### src/rtl/uart_rx.sv
// 8N1 UART receiver driven by a 16x (OVERSAMPLE) baud tick; samples each bit at its midpoint,
// reports the received word with a one-clock valid strobe or a one-clock framing-error strobe.
module uart_rx #(
   parameter int DATA_BITS  = 8,
   parameter int OVERSAMPLE = 16
) (
   input  logic                 clk,
   input  logic                 rst,
   input  logic                 bau_tick_i,
   input  logic                 rx_i,
   output logic [DATA_BITS-1:0] rx_data_o,
   output logic                 rx_valid_o,
   output logic                 frame_err_o,
   output logic                 busy_o
);

   localparam int TW = $clog2(OVERSAMPLE);
   localparam int BW = $clog2(DATA_BITS);
   localparam logic [TW-1:0] T_MID  = TW'(OVERSAMPLE / 2 - 1);
   localparam logic [TW-1:0] T_END  = TW'(OVERSAMPLE - 1);
   localparam logic [BW-1:0] B_LAST = BW'(DATA_BITS - 1);

   typedef enum logic [1:0] {IDLE, START, DATA, STOP} state_t;

   state_t               state, state_nxt;
   logic [TW-1:0]        tcnt, tcnt_nxt;
   logic [BW-1:0]        bcnt, bcnt_nxt;
   logic                 rx_meta, rx_s;
   logic                 rx_prev, rx_prev_nxt;
   logic [DATA_BITS-1:0] shreg;
   logic                 shift_en, load_data, valid_nxt, ferr_nxt;

   // Two-flop synchronizer; idles high so reset never looks like a start edge.
   always_ff @(posedge clk or posedge rst) begin
      if (rst) begin
         rx_meta <= 1'b1;
         rx_s    <= 1'b1;
      end else begin
         rx_meta <= rx_i;
         rx_s    <= rx_meta;
      end
   end

   always_ff @(posedge clk or posedge rst) begin
      if (rst) begin
         state       <= IDLE;
         tcnt        <= '0;
         bcnt        <= '0;
         rx_prev     <= 1'b1;
         rx_data_o   <= '0;
         rx_valid_o  <= 1'b0;
         frame_err_o <= 1'b0;
      end else begin
         state       <= state_nxt;
         tcnt        <= tcnt_nxt;
         bcnt        <= bcnt_nxt;
         rx_prev     <= rx_prev_nxt;
         rx_valid_o  <= valid_nxt;
         frame_err_o <= ferr_nxt;
         if (load_data)
            rx_data_o <= shreg;
      end
   end

   // LSB arrives first, so shifting in at the MSB leaves it at bit 0 after the last data bit.
   always_ff @(posedge clk) begin
      if (shift_en)
         shreg <= {rx_s, shreg[DATA_BITS-1:1]};
   end

   always_comb begin
      state_nxt   = state;
      tcnt_nxt    = tcnt;
      bcnt_nxt    = bcnt;
      rx_prev_nxt = rx_prev;
      shift_en    = 1'b0;
      load_data   = 1'b0;
      valid_nxt   = 1'b0;
      ferr_nxt    = 1'b0;
      if (bau_tick_i) begin
         rx_prev_nxt = rx_s;
         case (state)
            // Start needs a sampled 1->0 edge, so a line held low after a break never retriggers.
            IDLE: begin
               if (rx_prev && !rx_s) begin
                  state_nxt = START;
                  tcnt_nxt  = '0;
               end
            end
            START: begin
               if (tcnt == T_MID) begin
                  tcnt_nxt = '0;
                  if (!rx_s) begin
                     state_nxt = DATA;
                     bcnt_nxt  = '0;
                  end else begin
                     state_nxt = IDLE;
                  end
               end else begin
                  tcnt_nxt = tcnt + 1'b1;
               end
            end
            DATA: begin
               if (tcnt == T_END) begin
                  tcnt_nxt = '0;
                  shift_en = 1'b1;
                  if (bcnt == B_LAST)
                     state_nxt = STOP;
                  else
                     bcnt_nxt = bcnt + 1'b1;
               end else begin
                  tcnt_nxt = tcnt + 1'b1;
               end
            end
            STOP: begin
               // Leaving at mid stop bit gives half a bit of margin for a back-to-back start.
               if (tcnt == T_END) begin
                  tcnt_nxt  = '0;
                  load_data = 1'b1;
                  valid_nxt = rx_s;
                  ferr_nxt  = !rx_s;
                  state_nxt = IDLE;
               end else begin
                  tcnt_nxt = tcnt + 1'b1;
               end
            end
            default: state_nxt = IDLE;
         endcase
      end
   end

   assign busy_o = (state != IDLE);

endmodule
### config.mk
export PLATFORM = sky130hd
export DESIGN_NAME = uart_rx
export DESIGN_NICKNAME = d
export VERILOG_FILES = /design/src/rtl/uart_rx.sv
export SDC_FILE = /design/constraint.sdc
export NUM_CORES = 1
export LEC_CHECK = 0
export ABC_AREA = 1
export BUFFER_PORTS_ARGS = -buffer_cell sky130_fd_sc_hd__buf_4
export CORE_UTILIZATION = 53
export CTS_BUF_LIST = sky130_fd_sc_hd__clkbuf_2 sky130_fd_sc_hd__clkbuf_4 sky130_fd_sc_hd__clkbuf_8
export DETAILED_ROUTE_END_ITERATION = 16
export PLACE_DENSITY_LB_ADDON = 0.3
export RECOVER_POWER = 100
export SLEW_MARGIN = 20
export SYNTH_ARGS = -nofsm -noshare
export SYNTH_HDL_FRONTEND = slang
export SYNTH_SLANG_ARGS = --single-unit
### constraint.sdc
create_clock -name clk -period 2.2 [get_ports clk]
set_clock_uncertainty 0.15 [all_clocks]
set_input_delay 0.11 -clock clk [delete_from_list [all_inputs] [get_ports clk]]
set_output_delay 0.11 -clock clk [all_outputs]
set_load 0.02 [all_outputs]
Word-level counts from Yosys, hierarchy flattened. Cells that the tools add are included.

Flip-flop bits (word level): 30. Input bits: 4. Logic and storage cells: 61.

Add/subtract/negate cells: 2. Equality and inequality tests: 13. Muxes and demuxes: 27. Reduce and logical (&&, ||, !) cells: 9.

Operators with widths (number): $ne A2 B2 Y1 const B (7); $mux W2 (6); $mux W3 (4); $mux W4 (3); $pmux W4 S3 (1); $reduce_and A6 Y1 (2); $mux W1 (11); $pmux W2 S4 (1); $pmux W3 S2 (1); $add A4 B1 Y4 const B (1); $eq A2 B2 Y1 const B (2); $eq A4 B3 Y1 const B (1); $eq A4 B4 Y1 const B (1); $reduce_bool A2 Y1 (2); $add A3 B1 Y3 const B (1); $eq A3 B3 Y1 const B (1); $eq A2 B1 Y1 const B (1); $logic_not A2 Y1 (1); $reduce_and A2 Y1 (1); $reduce_or A2 Y1 (1); $logic_and A1 B1 Y1 (1); $logic_not A1 Y1 (1).

Longest topological paths before layout. Gate-level depths: netlist of the first run.

Word-level depth: 4. Gate-level depth with buffers: 10. Mapped depth without buffers: 10.

Least setup slack after synthesis of the first run. OpenSTA, ideal clock, no wires.

Path type: flip-flop to flip-flop. Start: reg tcnt[0]. End: reg shreg[0], enable pin. Setup time: 0.395 ns. Data arrival time: 1.519 ns. Required time: 1.655 ns. Setup slack: 0.137 ns. Stages on the path, launching flop included: 4. Path buffers: 0. Period minus slack after synthesis: 2.063 ns. Path through: dfrtp_1 > ha_1 > nand3_2 > nor4_1.

Word-level cells in the longest chain between the ends: 4.

Ends and longest elaborated chain: start, declared (RTL line 26) `logic [TW-1:0] tcnt, tcnt_nxt;`; start signal, assigned (RTL line 55) `tcnt <= tcnt_nxt;`; $eq A4 B4 Y1 (RTL line 104) `if (tcnt == T_END) begin`; $mux W1 (RTL line 104); $mux W1 (RTL line 82) `case (state)`; $mux W1 (RTL line 80) `if (bau_tick_i) begin`; net shift_en (RTL line 31) `logic shift_en, load_data, valid_nxt, ferr_nxt;`; end signal, assigned (RTL line 68) `shreg <= {rx_s, shreg[DATA_BITS-1:1]};`; end, declared (RTL line 30) `logic [DATA_BITS-1:0] shreg;`.

The timed path passes the listed nets, and every way through them passes these cells. A chain may end at the register's enable or synchronous reset.

Final worst setup path of the first run.
Start: reg tcnt[0]. End: reg shreg[3], enable pin.

Same word-level chain as after synthesis.

==> results of run 1 <==
-- metal layers --
layer | up-vias | share of wire, % | global-route usage (%)
met3 | 9 | 3.9 | 6.140
met2 | 19 | 47 | 33.12
met5 | - | 0 | 0
li1 | 443 | - | -
met1 | 418 | 46 | 25.24
met4 | 0 | 3.5 | 16.67
-- worst register-to-register path: stages (launching register included) --
cell and delay [ns]:
dfrtp_1 0.39, ha_1 0.23, nand3_1 0.16, nor4_1 0.22, clkbuf_1 0.39
-- cell families after synthesis --
logic type,Yosys count
simple gates,54
xor+xnor,1
fa+ha+maj,3
flops,30
compound gates,15
buf+inv,23
-- state kept, by name, indices dropped and copies added (netlist names), named ones only --
register	flops
rx_data_o	8
rx_s	1
state	1
tcnt	4
rx_valid_o	1
frame_err_o	1
rx_meta	1
shreg	8
bcnt	3
rx_prev	1
-- power breakdown --
group	switching, mW	internal, mW	leakage (nW)
clock	0.166	0.145	0.0322
combinational	0.205	0.113	0.305
sequential	0.0815	0.631	0.362
total	0.453	0.888	0.700
-- synthesized netlist by cell type --
| library cell | count | area, um^2 |
|---|---|---|
| dfrtp_1 | 19 | 475.5 |
| nand3_2 | 2 | 20.02 |
| a21oi_1 | 2 | 10.01 |
| o21ai_0 | 2 | 10.01 |
| edfxtp_1 | 8 | 240.2 |
| nor2_8 | 1 | 20.02 |
| nor4_1 | 1 | 6.260 |
| ha_1 | 3 | 37.54 |
| o22ai_1 | 1 | 6.260 |
| dfstp_2 | 3 | 78.83 |
| nor2_4 | 1 | 11.26 |
| nand2_1 | 28 | 105.1 |
| a22o_1 | 1 | 8.760 |
| nor2_2 | 2 | 12.51 |
| xor2_1 | 1 | 8.760 |
| nand3_1 | 8 | 40.04 |
| o21ai_1 | 1 | 5.000 |
| o21ai_2 | 8 | 70.07 |
| nand2_2 | 4 | 25.02 |
| buf_6 | 2 | 22.52 |
| nor2_1 | 6 | 22.52 |
| nand2_4 | 1 | 11.26 |
| inv_2 | 3 | 11.26 |
| inv_1 | 18 | 67.56 |
-- layout make-up --
cell class	count	area [um^2]	share of cell area (%)
tap	28	35.03	2.433
clock buffer	7	52.55	3.649
sequential	30	794.5	55.17
inverter	21	78.83	5.474
multi-input combinational	73	381.6	26.50
timing repair buffer	18	97.59	6.777
-- worst max-delay path by stage --
stage          slack (ns)  cells past startpoint      endpoint
2_1_floorplan        0.14                      3      shreg[0]
5_1_grt              0.15                      4      shreg[2]
3_5_place_dp         0.40                      6  rx_data_o[3]
3_3_place_gp         0.52                      6  rx_data_o[7]
4_1_cts              0.38                      6  rx_data_o[3]
6_report             0.32                      4      shreg[3]
==> results_dict.tcl, run 1 <==
set metrics [dict create \
    critical_path.max_stage_delay_ns 0.39 \
    dp_hpwl_mm 1.589 \
    final_cells 177 \
    yosys.area_share.simple_pct 20.66 \
    rsz0062_at_grt "false" \
    clockRootBuffer "clkbuf_4" \
    finalSetupTns_ns 0 \
    worst_vdd_rail_ir_drop_uv 620.5 \
    numPortBuffers 14 \
    antenna_violations_before_repair 0 \
    die_height_um 52.03 \
    status "completed" \
    crit_path_start "tcnt[0]" \
    worstHoldPathCells 0 \
    synth_adder_area_share_pct 2.830 \
    sequential_area_share_after_synthesis_pct 59.91 \
    path_buf_inv 1 \
    fin_crit_ns 1.882 \
    timing.critical_path.slowest_stage_cell "dfrtp_1" \
    antenna_violating_nets_post_route 0 \
    grt.overflow.total 0 \
    report.final.slew_viol_count 0 \
    hold_slack_ns 0.2148 \
    criticalPathCategory "register to register" \
    routabilityCongestion 0.7925 \
    worst_setup_path_start_kind "register" \
    synth_xor_xnor_area_share_pct 0.6604 \
    drt_first_iter_violations 20 \
    mappedNetlistArea_mm2 0.001326 \
    layout_commonest_cell "nand2_1" \
    layout.filler_cells 200 \
    most_frequent_cells_in_the_layout "nand2_1 (30), inv_1 (19), dfrtp_1 (19)" \
    wirelength_mm 2.250 \
    timing.final.ws_setup_ns 0.3179 \
    dominant_combinational_cell_family_by_area_after_synthesis "simple AND/OR/NAND/NOR gates" \
    setup_viol 0 \
    chipWidth_um 52.03 \
    post_synth.cell_area_avg_um2 10.53 \
    post-route-drc-count 0 \
    floorplan.initialDensity_pct 58.27 \
    route.detailed.wl_per_inst_um 12.71 \
    finish.utilization_pct 63.28 \
    ctsLongestPathBuffers 2 \
    crit_fanout 8 \
    reg2reg_to "shreg[3]" \
    placed_instances 167 \
    max_cap_viol_count 0 \
    syn_inst 126 \
    critPathRequiredTime_ns 2.02 \
    yosys_warnings 0 \
    final_layout_size_suffix_gt1_share_pct 12.75 \
    timing.critical_path.max_delay_family "flip-flops" \
    syn-num-nets 133 \
    synth_compound_area_share_pct 8.302 \
    timing.max_slew.rel_slack_pct 44.68 \
    nets 156 \
    p_per_area_mw_per_mm2 931.5 \
    placed_cell_area_mm2 0.001451 \
    route.vias.total 889 \
    grtUsageTotal_pct 21.59 \
    tot_pwr_mw 1.342 \
    drt-pass1-iter-count 4 \
    cts_hold_repair.buffers 3 \
    cts.htree.levels 2 \
    post-route-period-util_pct 85.55 \
    cts_tree "yes" \
    num_rows 17 \
    final_cell_area_mm2 0.001440 \
    grt_start_max_net_pins 23 \
    rrSetupSlack_ns 0.32 \
    area_delta_synth_final_pct 8.585 \
    detail_route.vias_per_cell 5.023 \
    number_of_global_route_vias_before_repair 842 \
    hold_viol 0 \
    min_delay_worst_endpoint "rx_s" \
    worstRegToRegCells 4 \
    worstSetupEndpointType "register" \
    cts_setup_buffers 0 \
    floorplan.die_area_mm2 0.002707 \
    transition_time_at_the_pin_with_the_least_slew_margin_ns 0.8289 \
    r2r_start "tcnt[0]" \
    design.core.area_mm2 0.002276 \
    number_of_buffers_added_by_the_clock_tree_synthesis_step 5 \
    hold_class "register to register" \
    fmax_mhz 531.3 \
    timing.critical_path.cells "ha_1 > nand3_1 > nor4_1 > clkbuf_1" \
    synthMuxAreaShare_pct 0 \
    clkSlewWorstSetupHoldPaths_ns 0.09 \
    n_antenna_cell 0 \
    grt_first_pass_wirelength_mm 3.836 \
    post_synth_num_cell_types 24 \
    yosys_register_bits 30 \
    cts_sinks 30 \
    top_level_ports 15 \
    clkLatencyLatePin_ns 0.32 \
    cts.repair.resized 0 \
    total_leakage_power_nw 0.6996 \
    dpl_worst_slack_ns 0.4008 \
    critical_path_arrival_ns 1.70 \
    hold_path_startpoint "rx_meta" \
]
No activity file was read; power rests on OpenSTA's default activity.
==> run 2: changes to the inputs <==
- CORE_UTILIZATION: 53 -> 50
==> run 2 against run 1 <==
Die area up 5.8%. Sequential power about the same. Flip-flop and latch count unchanged. Maximum frequency down 0.66%. Combinational power up 2%. Register-to-register slack about the same. Global-route usage down 3.6 points. Cell count up 1.7%. Critical endpoint is now shreg[0]. Largest cell class unchanged.
==> results_dict.tcl, run 2 (synthesis results as in run 1) <==
set metrics [dict create \
    p_per_area_mw_per_mm2 998.1 \
    drt_first_iter_violations 10 \
    chipWidth_um 53.50 \
    report.final.slew_viol_count 0 \
    grt_first_pass_wirelength_mm 3.381 \
    status "completed" \
    number_of_global_route_vias_before_repair 803 \
    numPortBuffers 14 \
    min_delay_worst_endpoint "rx_s" \
    transition_time_at_the_pin_with_the_least_slew_margin_ns 0.8329 \
    worstRegToRegCells 4 \
    drt-pass1-iter-count 4 \
    antenna_violating_nets_post_route 0 \
    area_delta_synth_final_pct 10.66 \
    clkSlewWorstSetupHoldPaths_ns 0.09 \
    worstSetupEndpointType "register" \
    number_of_buffers_added_by_the_clock_tree_synthesis_step 5 \
    n_antenna_cell 0 \
    design.core.area_mm2 0.002500 \
    grt.overflow.total 0 \
    floorplan.initialDensity_pct 53.05 \
    worst_vdd_rail_ir_drop_uv 546.1 \
    dp_hpwl_mm 1.502 \
    rrSetupSlack_ns 0.31 \
    nets 156 \
    top_level_ports 15 \
    critPathRequiredTime_ns 2.01 \
    floorplan.die_area_mm2 0.002862 \
    routabilityCongestion 0.8478 \
    grtUsageTotal_pct 17.98 \
    tot_pwr_mw 1.465 \
    fmax_mhz 527.8 \
    clockRootBuffer "clkbuf_4" \
    worst_setup_path_start_kind "register" \
    route.vias.total 866 \
    final_layout_size_suffix_gt1_share_pct 12.67 \
    placed_cell_area_mm2 0.001454 \
    reg2reg_to "shreg[0]" \
    hold_class "register to register" \
    criticalPathCategory "register to register" \
    max_cap_viol_count 0 \
    post-route-drc-count 0 \
    route.detailed.wl_per_inst_um 11.92 \
    clkLatencyLatePin_ns 0.32 \
    rsz0062_at_grt "false" \
    total_leakage_power_nw 0.7056 \
    hold_path_startpoint "rx_meta" \
    worstHoldPathCells 0 \
    antenna_violations_before_repair 0 \
    layout_top_registers "rx_data_o x8, shreg x8, tcnt x4" \
    hold_viol 0 \
    post-route-period-util_pct 86.12 \
    layout.filler_cells 227 \
    cts_hold_repair.buffers 3 \
    detail_route.vias_per_cell 4.811 \
    timing.max_slew.rel_slack_pct 44.41 \
    ctsLongestPathBuffers 2 \
    cts_setup_buffers 0 \
    setup_viol 0 \
    most_frequent_cells_in_the_layout "nand2_1 (29), dfrtp_1 (19), inv_1 (18)" \
    wirelength_mm 2.145 \
    crit_fanout 8 \
    num_rows 18 \
    cts.htree.levels 2 \
    cts_tree "yes" \
    seq_area_um2 794.5 \
    grt_start_max_net_pins 23 \
    cts_sinks 30 \
    r2r_start "tcnt[0]" \
    layout_commonest_cell "nand2_1" \
    die_height_um 53.50 \
    cts.repair.resized 0 \
    fin_crit_ns 1.895 \
    multi_input_area_um2 380.4 \
    final_cell_area_mm2 0.001468 \
    finalSetupTns_ns 0 \
    critical_path_arrival_ns 1.71 \
]
run 2: worst max-delay path by stage:
stage,start,cells after the start,endpoint
2_1_floorplan,tcnt[0],3,shreg[0]
3_3_place_gp,tcnt[0],6,rx_data_o[1]
3_5_place_dp,tcnt[0],6,rx_data_o[6]
4_1_cts,tcnt[0],6,rx_data_o[0]
5_1_grt,state[0],9,bcnt[0]
6_report,tcnt[0],4,shreg[0]
run 2: critical path, cell delays in order, from the launching register on:
cell and delay, ns:
dfrtp_1 0.39, ha_1 0.22, nand3_1 0.16, nor4_1 0.19, clkbuf_1 0.42
run 2: where the power goes:
group / switching (mW) / internal, mW / leakage [nW]
Sequential: 0.0814 / 0.631 / 0.362
Clock: 0.180 / 0.249 / 0.0433
Combinational: 0.209 / 0.115 / 0.300
run 2: stage by stage:
step,hold WS (ns),setup WS [ns],utilization [%],std cells
floorplan,-0.05300,0.1366,-,126
global placement,0.06883,0.5033,58.16,169
detailed placement,0.07119,0.4493,58.16,169
CTS,0.2136,0.4441,62.51,180
global route,0.2225,0.1421,58.71,180
finish,0.2165,0.3053,58.71,180
run 2: routing by layer:
layer | up-vias | GRT usage (%) | share of wire, %
met3 | 4 | 6.034 | 3.7
met5 | - | 0 | 0
li1 | 444 | - | -
met2 | 18 | 27.71 | 48
met1 | 400 | 20.48 | 47
met4 | 0 | 13.60 | 1.9
run 2: cell type report:
type	instances	area share, %
Sequential cell	30	54.13
Clock buffer	6	3.069
Multi-Input combinational cell	73	25.92
Timing Repair Buffer	18	6.650
Inverter	21	5.371
Tap cell	30	2.558
Clock inverter	2	2.302
